==> config.mk <==
export PLATFORM = sky130hd
export DESIGN_NAME = instruction_fetch
export DESIGN_NICKNAME = d
export VERILOG_FILES = /design/src/rtl/instruction_fetch.sv
export SDC_FILE = /design/constraint.sdc
export NUM_CORES = 1
export LEC_CHECK = 0
export ABC_AREA = 1
export CAP_MARGIN = 20
export CELL_PAD_IN_SITES_DETAIL_PLACEMENT = 1
export CELL_PAD_IN_SITES_GLOBAL_PLACEMENT = 1
export CORE_MARGIN = 2
export CORE_UTILIZATION = 38
export CTS_CLUSTER_SIZE = 24
export DETAILED_ROUTE_END_ITERATION = 8
export PLACE_DENSITY_LB_ADDON = 0.2
export SETUP_SLACK_MARGIN = 0.2
export SYNTH_ARGS = -nofsm -noshare
export SYNTH_HDL_FRONTEND = slang
export SYNTH_SLANG_ARGS = --single-unit
==> constraint.sdc <==
create_clock -name CLK -period 3.51 [get_ports CLK]
set_input_delay 0.5265 -clock CLK [delete_from_list [all_inputs] [get_ports CLK]]
set_output_delay 0.5265 -clock CLK [all_outputs]
set_load 0.01 [all_outputs]
==> src/rtl/instruction_fetch.sv <==
`default_nettype none
// +----------------------------------------------------------------------+
// | Module      : instruction_fetch                                      |
// | Description : PC, req/ack instruction fetch and one-entry IR with    |
// |               valid/ready handoff and branch redirect/flush.         |
// | Revision    : 1.0  initial release                                   |
// +----------------------------------------------------------------------+
module instruction_fetch #(
    parameter logic [15:0] RESET_PC = 16'h0000,
    parameter logic [15:0] PC_STEP  = 16'd2
) (
    input  logic        CLK,
    input  logic        Reset,
    output logic        imem_req,
    output logic [15:0] imem_addr,
    input  logic        imem_ack,
    input  logic [15:0] imem_data,
    input  logic        branch_taken,
    input  logic [15:0] branch_target,
    output logic        ir_valid,
    input  logic        ir_ready,
    output logic [15:0] instr,
    output logic [4:0]  opcode,
    output logic [10:0] immediate,
    output logic [15:0] instr_pc
);

    typedef enum logic [0:0] {
        S_FETCH = 1'b0,
        S_HOLD  = 1'b1
    } state_e;

    state_e      state_q, state_d;
    logic        req_q, req_d;
    logic [15:0] pc_q, pc_d;
    logic [15:0] instr_q, instr_d;
    logic [15:0] instr_pc_q, instr_pc_d;
    logic        redir_pend_q, redir_pend_d;
    logic [15:0] redir_pc_q, redir_pc_d;

    always_ff @(posedge CLK or posedge Reset) begin
        if (Reset) begin
            state_q      <= S_FETCH;
            req_q        <= 1'b0;
            pc_q         <= RESET_PC;
            instr_q      <= 16'h0000;
            instr_pc_q   <= 16'h0000;
            redir_pend_q <= 1'b0;
            redir_pc_q   <= 16'h0000;
        end else begin
            state_q      <= state_d;
            req_q        <= req_d;
            pc_q         <= pc_d;
            instr_q      <= instr_d;
            instr_pc_q   <= instr_pc_d;
            redir_pend_q <= redir_pend_d;
            redir_pc_q   <= redir_pc_d;
        end
    end

    always_comb begin
        state_d      = state_q;
        pc_d         = pc_q;
        instr_d      = instr_q;
        instr_pc_d   = instr_pc_q;
        redir_pend_d = redir_pend_q;
        redir_pc_d   = redir_pc_q;
        case (state_q)
            S_FETCH: begin
                // req_q low only in the first cycle after reset: nothing outstanding yet
                if (!req_q) begin
                    if (branch_taken) begin
                        pc_d = branch_target;
                    end
                end else if (imem_ack) begin
                    if (branch_taken) begin
                        pc_d         = branch_target;
                        redir_pend_d = 1'b0;
                    end else if (redir_pend_q) begin
                        pc_d         = redir_pc_q;
                        redir_pend_d = 1'b0;
                    end else begin
                        instr_d    = imem_data;
                        instr_pc_d = pc_q;
                        pc_d       = pc_q + PC_STEP;
                        state_d    = S_HOLD;
                    end
                end else if (branch_taken) begin
                    redir_pend_d = 1'b1;
                    redir_pc_d   = branch_target;
                end
            end
            S_HOLD: begin
                if (branch_taken) begin
                    pc_d    = branch_target;
                    state_d = S_FETCH;
                end else if (ir_ready) begin
                    state_d = S_FETCH;
                end
            end
            default: state_d = S_FETCH;
        endcase
        req_d = (state_d == S_FETCH);
    end

    assign imem_req  = req_q;
    assign imem_addr = pc_q;
    assign ir_valid  = (state_q == S_HOLD);
    assign instr     = instr_q;
    assign opcode    = instr_q[15:11];
    assign immediate = instr_q[10:0];
    assign instr_pc  = instr_pc_q;

endmodule
`default_nettype wire

==> out/results.tsv <==
stage	metric	value	unit
layout	area_growth_syn_to_layout	34.88	%
timing	fmax	463.5	MHz
clock_tree	max-clock-path-buffers	2	
critical_path	slowest_stage	dfrtp_1	
layout	diodes	0	
critical_path	crit_chain	inv_1, nand3_4, inv_4, nand2_4, mux2_2	
clock_tree	cts_tree	yes	
critical_path	startpoint_type	flop	
logic_synthesis	synth_compound_area_share	11.16	%
worst_hold_path	hp-class	flop to flop	
timing	hold_viol_final	0	
die	die_w	98.71	um
drt	wire_per_inst	17.04	um
pwr	p_seq_share	37.3	%
logic_synthesis	synth-seq-area-share	49.19	%
clock_tree	cts_resized	0	
clock_tree	numCtsBuffers	9	
global_routing	grt_overflow_total	0	
clock_tree	cts.sinks	67	
logic_synthesis	synth.area.mux_share	12.33	%
timing	skew	0.01182	ns
layout	post-route-util	52.71	%
timing	slew_headroom	60.65	%
outcome	status	finished, final reports clean	
critical_path	cp.required	3.76	ns
pwr	p_int	2.301	mW
pwr	p_clk_share	18.2	%
global_routing	grt_pass1_vias	2968	
critical_path	path_delay_family	simple AND/OR/NAND/NOR gates	
die	num_io_pins	103	
timing	worst_pin_slew	0.5893	ns
timing	setup-tns-final	0	ns
critical_path	cpPeakStageDelay	0.58	ns
global_routing	grtUsageTotal	20.45	%
die	start_util	39.08	%
layout	layout_commonest_cell	clkdlybuf4s50_1	
logic_synthesis	synth_cell_types	30	
die	core_area	8721	um2
logic_synthesis	synth_xor_area_share	0	%
critical_path	arrival	2.41	ns
global_routing	grt_start_max_net_pins	47	
die	row_count	34	
job	max_cap_viol_count	0	
clock_tree	clk_pin_slew	0.09	ns
drt	drc	0	
global_routing	grt_pass1_wl	15670	um
critical_path	crit_type	flop to flop	
clock_tree	ctsRootBufferMaster	clkbuf_8	
clock_tree	post_cts_buffers	0	
clock_tree	h-tree-depth	3	
drt	antenna_left	0	
place	place.port_buffers	102	
logic_synthesis	synthAdderAreaFrac	0.3671	%
pwr	static-leakage-power	2.102	nW
place	dp_hpwl	7332	um
layout	drive_gt1_share	14.07	%
critical_path	critical_path_peak_fanout	46	
timing	setup-violations-final	0	
pwr	peakVddDrop	0.0002643	V
pwr	power.share.switching	36.29	%
clock_tree	clkLatencyLatePin	0.36	ns
logic_synthesis	synth_seq_cells	67	
place	gp_congestion	0.9237	
logic_synthesis	netlist_instances	361	
timing	holdWs	0.4873	ns
timing	period_share	61.46	%
critical_path	worst-path-buf-inv	2	
pwr	cellPowerDensity	785.7	nW/um2
logic_synthesis	synthSimpleGateAreaFrac	17.40	%
logic_synthesis	syn_nets	399	
timing	period_minus_slack	2.157	ns
die	die_area	9743	um2
layout	nNetsFinal	488	
logic_synthesis	yosysWarningCount	0	
timing	maxSlewViolCount	0	
place	dp_slack	1.203	ns
critical_path	end_kind	flop	
drt	post_drt_via_cell_ratio	5.135	
drt	firstDrtPassIters	4	
timing	setup_slack	1.353	ns
drt	drt-initial-drc-count	109	
timing	rsz0062_at_grt	no	
layout	final_cell_mix	clkdlybuf4s50_1 (102), nand2_1 (74), dfrtp_1 (67)	
pwr	switchingPower	1.311	mW
drt	postRouteWirelength	9595	um
die	fp.dieH	98.71	um
logic_synthesis	synth_area	3408	um2
global_routing	antenna_found_initial	0	
logic_synthesis	synth_top_family_by_area	simple AND/OR/NAND/NOR gates	
pwr	p_comb_share	44.5	%
critical_path	worst-r2r-setup-slack	1.35	ns
logic_synthesis	syn_area_per_cell	9.441	um2
clock_tree	cts_hold_buf	0	
drt	vias	2891	
-- power groups by stage --
stage                     combinational [mW]  sequential (mW)  clock [mW]
after detailed placement                1.61             1.36           0
after global routing                    1.73             1.40       0.703
after floorplan                        0.759             1.40           0
final                                   1.61             1.35       0.657
after CTS                               1.62             1.35       0.671
after global placement                  1.57             1.35           0
-- synth_stat cells --
master / instances / share of area [%]
nand4_1: 4 / 0.73
a32oi_1: 3 / 0.77
nor2_1: 31 / 3.4
mux2_2: 20 / 6.6
clkbuf_1: 5 / 0.55
inv_2: 1 / 0.11
o211ai_1: 4 / 0.88
nand2_1: 74 / 8.1
nor2_8: 1 / 0.59
mux2_4: 13 / 5.7
nand3_4: 1 / 0.51
buf_2: 2 / 0.29
a21oi_1: 11 / 1.6
o21ai_0: 36 / 5.3
inv_1: 30 / 3.3
buf_4: 17 / 3.7
a211oi_1: 2 / 0.44
inv_4: 3 / 0.55
buf_6: 3 / 0.99
o22ai_1: 2 / 0.37
nand2_2: 1 / 0.18
o31ai_1: 1 / 0.22
a31oi_1: 3 / 0.55
a22o_1: 1 / 0.26
nand3_1: 15 / 2.2
nor3_1: 2 / 0.29
nand2_4: 4 / 1.3
ha_1: 1 / 0.37
o221ai_1: 3 / 0.77
dfrtp_1: 67 / 49
-- registers in the layout, summed over array words and instances, names as in the netlist --
name          cells
imem_addr        16
imem_req          1
instr            16
instr_pc         16
ir_valid          1
redir_pc_q       16
redir_pend_q      1
-- worst register-to-register path: cells and delay by family (launching register included) --
family / cells / cell delay (ns)
and+or+nand+nor: 2 / 0.65
DFF: 1 / 0.58
muxes: 1 / 0.42
buffers and inverters: 2 / 0.41
-- final timing paths --
path | start | endpoint | cells after the start
min in group asynchronous | Reset | instr[11] | 2
hold reg to reg | instr_pc[12] | instr_pc[12] | 2
setup / recovery | redir_pend_q | instr_pc[0] | 5
setup reg to reg | redir_pend_q | instr_pc[0] | 5
max in group asynchronous | Reset | redir_pc_q[13] | 3
hold / removal | instr_pc[12] | instr_pc[12] | 2
-- area by class of cell --
cell class / count / area [um2]
fillers: 995 / 4124
flip-flops and latches: 67 / 1677
multi-input cells: 233 / 1406
repair buffers: 105 / 1044
inverters: 34 / 135.1
well taps: 108 / 135.1
clock buffers: 9 / 123.9
clock inverters: 7 / 76.32
-- metal layers --
metal / vias up / GRT usage (%) / share of wire [%]
li1: 1365 / - / -
met5: - / 0 / 0
met4: 0 / 7.903 / 1.8
met3: 13 / 3.688 / 5.0
met1: 1419 / 27.97 / 48
met2: 94 / 32.50 / 46
-- stage by stage --
step                total power [mW]  cell area (um2)  cells
floorplan                      2.164             3408    361
global placement               2.920             4397    547
detailed placement             2.978             4397    547
CTS                            3.641             4597    563
global route                   3.832             4597    563
finish                         3.612             4597    563
-- cells by family (layout without fill, tap and decap cells) --
kind of cell	count (synthesis)	in the layout
compound gates	66	66
mux	33	33
flops	67	67
buf+inv	61	155
simple gates	133	133
fa+ha+maj	1	1
(Power assumes the default switching activity.)
